$ cat src/rtl/exercise_1.sv
// Selectable unsigned divider: picks one of four operand pairings, divides
// with an explicit restoring array, and registers quotient and divide-by-zero flag.
module exercise_1 #(
  parameter int unsigned WIDTH = 8
) (
  input  logic             clk,
  input  logic             rst_n,
  input  logic [WIDTH-1:0] A,
  input  logic [WIDTH-1:0] B,
  input  logic [WIDTH-1:0] C,
  input  logic [WIDTH-1:0] D,
  input  logic [1:0]       select,
  output logic [WIDTH-1:0] out,
  output logic             error
);

  localparam int unsigned REM_W = WIDTH + 1;

  logic [WIDTH-1:0] dividend_c;
  logic [WIDTH-1:0] divisor_c;
  logic [WIDTH-1:0] quot_c;
  logic [REM_W-1:0] rem_c;
  logic [REM_W-1:0] diff_c;
  logic             div_zero_c;

  logic [WIDTH-1:0] out_d, out_q;
  logic             error_d, error_q;

  // Operand pairing: dividend/divisor chosen by select.
  always_comb begin
    dividend_c = A;
    divisor_c  = B;
    case (select)
      2'b00: begin dividend_c = A; divisor_c = B; end
      2'b01: begin dividend_c = B; divisor_c = C; end
      2'b10: begin dividend_c = C; divisor_c = D; end
      default: begin dividend_c = D; divisor_c = A; end
    endcase
  end

  // Restoring array: each stage shifts in one dividend bit, trial-subtracts
  // the divisor and keeps the difference when no borrow occurs.
  always_comb begin
    rem_c  = '0;
    diff_c = '0;
    quot_c = '0;
    for (int i = WIDTH - 1; i >= 0; i--) begin
      rem_c  = {rem_c[WIDTH-1:0], dividend_c[i]};
      diff_c = rem_c - {1'b0, divisor_c};
      if (!diff_c[WIDTH]) begin
        rem_c     = diff_c;
        quot_c[i] = 1'b1;
      end
    end
  end

  // Result selection: a zero divisor forces all ones and raises the flag.
  always_comb begin
    div_zero_c = (divisor_c == '0);
    error_d    = div_zero_c;
    out_d      = div_zero_c ? '1 : quot_c;
  end

  // Output registers with asynchronous clear.
  always_ff @(posedge clk or negedge rst_n) begin
    if (!rst_n) begin
      out_q   <= '0;
      error_q <= 1'b0;
    end else begin
      out_q   <= out_d;
      error_q <= error_d;
    end
  end

  assign out   = out_q;
  assign error = error_q;

endmodule

$ cat config.mk
export PLATFORM = sky130hd
export DESIGN_NAME = exercise_1
export DESIGN_NICKNAME = d
export VERILOG_FILES = /design/src/rtl/exercise_1.sv
export SDC_FILE = /design/constraint.sdc
export NUM_CORES = 1
export LEC_CHECK = 0
export ABC_AREA = 1
export CORE_UTILIZATION = 24
export DETAILED_ROUTE_END_ITERATION = 10
export GPL_TIMING_DRIVEN = 0
export HOLD_SLACK_MARGIN = 0.12
export SYNTH_ARGS = -nofsm -noshare
export SYNTH_HDL_FRONTEND = slang
export SYNTH_SLANG_ARGS = --single-unit
export TNS_END_PERCENT = 5
$ cat constraint.sdc
create_clock -name clk -period 0.8 [get_ports clk]
set_input_delay 0.2 -clock clk [delete_from_list [all_inputs] [get_ports clk]]
set_output_delay 0.2 -clock clk [all_outputs]
set_load 0.01 [all_outputs]
==> impl_metrics.csv <==
group,metric,value,unit
routing,detail_route.wl_per_cell,12.7,um
routing,first_pass_iters,4,
timing,min_period,12.71,ns
timing,fin_crit_sh,15.9,
timing,rsz0062_at_grt,"yes",
yosys,synth-simple-area-share,0.305,
cells_and_area,drive_above_1_share,0.412,
timing,slew_viol_final,0,
yosys,netlist_top_cells_area,"ha_1 20%, nand2_1 12%, inv_1 7.7%",
floorplan,die_y,123,um
yosys,synthMuxAreaShare,0.0202,
place,place_congestion,0.864,
floorplan,die-area,15200,um2
timing,setup_viol,18,
routing,vias_per_cell,4.65,
setup_path,cp.arrival,12.81,ns
cells_and_area,antenna_cells,0,
setup_path,cp_slowest_cell,"fa_2",
hold_path,hp-class,"in -> async",
yosys,syn_area,3520,um2
clocking,ctsHoldBuffers,0,
grt,grt_antenna_before_repair,0,
setup_path,crit_required,0.90,ns
clocking,cts_tree,"done",
place,hpwl,7620,um
clocking,cts_made_buffers,3,
routing,drt_iter0_drc,188,
yosys,synthAdderAreaFrac,0.233,
yosys,avgSynthCellArea,6.50,um2
yosys,synth_edf_count,0,
floorplan,num_rows,43,
place,dp_slack,-13.59,ns
setup_path,cp_common_cell,"a21oi_2",
yosys,synth_seq_area_share,0.0639,
grt,grt_max_degree,15,
yosys,yosys_warnings,0,
timing,fmax,78.7,MHz
timing,worst_pin_slew,0.600,ns
clocking,cts_root_buffer,"clkbuf_16",
routing,drc,0,
flow_run,cap_violations,0,
clocking,cts_sinks,9,
routing,vias,4274,
timing,finalWorstSetupSlack,-11.91,ns
timing,fin_setup_tns,-53.49,ns
grt,grt_usage,0.154,
cells_and_area,nets,839,
yosys,synth_compound_area_frac,0.192,
setup_path,crit_fanout,8,
routing,wl_met3,258,um
setup_path,critPathKind,"in -> reg",
cells_and_area,area_growth,71.8,%
clocking,cts_buffer_depth,2,
place,io_buffer_count,44,
timing,hold_viol,0,
setup_path,setup.worst_path.start_class,"primary input",
floorplan,core_area,14100,um2
yosys,synth_top_family_by_area,"simple AND/OR/NAND/NOR gates",
routing,wl,11700,um
timing,hold_ws,0.300,ns
floorplan,start_util,0.250,
yosys,yosysUniqueCellTypes,43,
routing,m1WireLength,5000,um
yosys,async_reset_ff_frac,1.00,
cells_and_area,fill_cells,1392,
clocking,path_clk_slew,0.04,ns
yosys,ys.flop_type,"dfrtp_1",
grt,grt_pass1_vias,4181,
outcome,run_status,"complete, but fails checks",
setup_path,critPathCaptureType,"flip-flop",
timing,slew_headroom,0.598,
routing,ant_nets,0,
clocking,cts_max_level,1,
grt,grt_overflow_total,0,
outcome,violations,"setup timing",
yosys,synthCells,542,
yosys,synth_xor_xnor_area_share,0.0845,
grt,grt_pass1_wl,18700,um
routing,wl_met2,6320,um
yosys,yosysTopAreaCellShare,0.199,
floorplan,io-pin-count,45,
floorplan,fp.dieW,123,um
yosys,synth_top_cell_by_area,"ha_1",
routing,top_layer,"met4",
setup_path,max_stage_delay,0.39,ns
yosys,ys_ff_latch,9,
## cells by family after synthesis
logic type,count (synthesis)
other,1
adder cells (fa/ha/maj),62
multiplexers,7
flip-flops,9
XOR/XNOR,34
AO/OA/AOI/OAI,115
buffers and inverters,84
AND/OR/NAND/NOR,230
## what timing repair did
action	in CTS	in global routing
endpoints found under the setup margin	18	18
resized for setup	117	64
pin swaps	71	87
setup buffers	125	25
gates cloned	0	0
## critical path, delay by kind of cell
kind / cells / cell delay [ns]
AOI/OAI and AO/OA: 30 / 3.82
muxes: 5 / 0.96
adders and majority gates: 8 / 2.68
and+or+nand+nor: 38 / 3.44
buffers and inverters: 17 / 1.69
## cells in the mapped netlist (all sizes together), types with 2 or more instances
master and instances:
fa 6, nand2 124, a22oi 5, a21o 2, ha 56, o211ai 3, mux2i 6, inv 74
nand3b 3, o21bai 13, nor2 34, buf 8, nand3 57, clkbuf 2, dfrtp 9, xnor2 7
or2 8, nor3 2, a22o 2, nand4 2, a21oi 43, xor2 27, o21ai 43
## area by class of cell
type	instances	area, um2	share of cell area
Tap cell	180	225	0.0372
Buffer	10	119	0.0196
Clock buffer	4	78.8	0.0130
Multi-Input combinational cell	451	3590	0.593
Inverter	74	294	0.0486
Sequential cell	9	225	0.0372
Timing Repair Buffer	192	1520	0.251
## per-layer routing
| metal | vias up | track usage |
|---|---|---|
| met5 | - | 0 |
| li1 | 2213 | - |
| met1 | 1991 | 0.177 |
| met4 | 0 | 0.0264 |
| met2 | 60 | 0.302 |
| met3 | 10 | 0.0180 |
## placed cells by master (no fill, tap or decap), types with 3 or more instances in the layout
| master | count |
|---|---|
| buf_4 | 148 |
| nand2_1 | 93 |
| inv_1 | 54 |
| ha_1 | 46 |
| nand3_1 | 41 |
| clkdlybuf4s50_1 | 29 |
| nor2_1 | 26 |
| o21ai_0 | 25 |
| a21oi_1 | 25 |
| xor2_1 | 25 |
| a21oi_2 | 16 |
| inv_2 | 15 |
| nand2_4 | 15 |
| nand2_2 | 14 |
| o21bai_1 | 12 |
| o21ai_1 | 10 |
| ha_4 | 10 |
| buf_6 | 9 |
| nand3_2 | 9 |
| dfrtp_1 | 9 |
| nand3_4 | 7 |
| xnor2_1 | 7 |
| o21ai_2 | 7 |
| buf_2 | 7 |
| mux2i_4 | 6 |
| fa_2 | 6 |
| a22oi_1 | 5 |
| nor2_2 | 5 |
| or2_1 | 4 |
| inv_4 | 3 |
| buf_8 | 3 |
| nor2_4 | 3 |
| conb_1 | 3 |
| clkbuf_16 | 3 |
| dlygate4sd2_1 | 3 |
## stage by stage
stage               cells  instance area, um2   util
global route          920                6050  0.429
finish                920                6050  0.429
global placement      768                4330  0.307
detailed placement    768                4330  0.307
floorplan             544                3670      -
CTS                   897                5600  0.397
## worst max path at each step
stage          startpoint  endpoint  slack (ns)  cells after the start
2_1_floorplan   select[0]    out[0]      -11.35                     96
5_1_grt         select[0]    out[0]      -12.77                    104
3_5_place_dp    select[1]    out[0]      -13.59                    101
6_report        select[1]    out[0]      -11.91                     98
4_1_cts         select[0]    out[0]      -11.86                     99
3_3_place_gp    select[1]    out[0]      -13.48                    100
## registers in the layout, indices dropped and copies added, names as in the netlist
signal / count
out: 8
error: 1
Power is left out: the tool's default activity adds up to more than one toggle a clock period on the data nets, which glitch-free logic cannot reach.
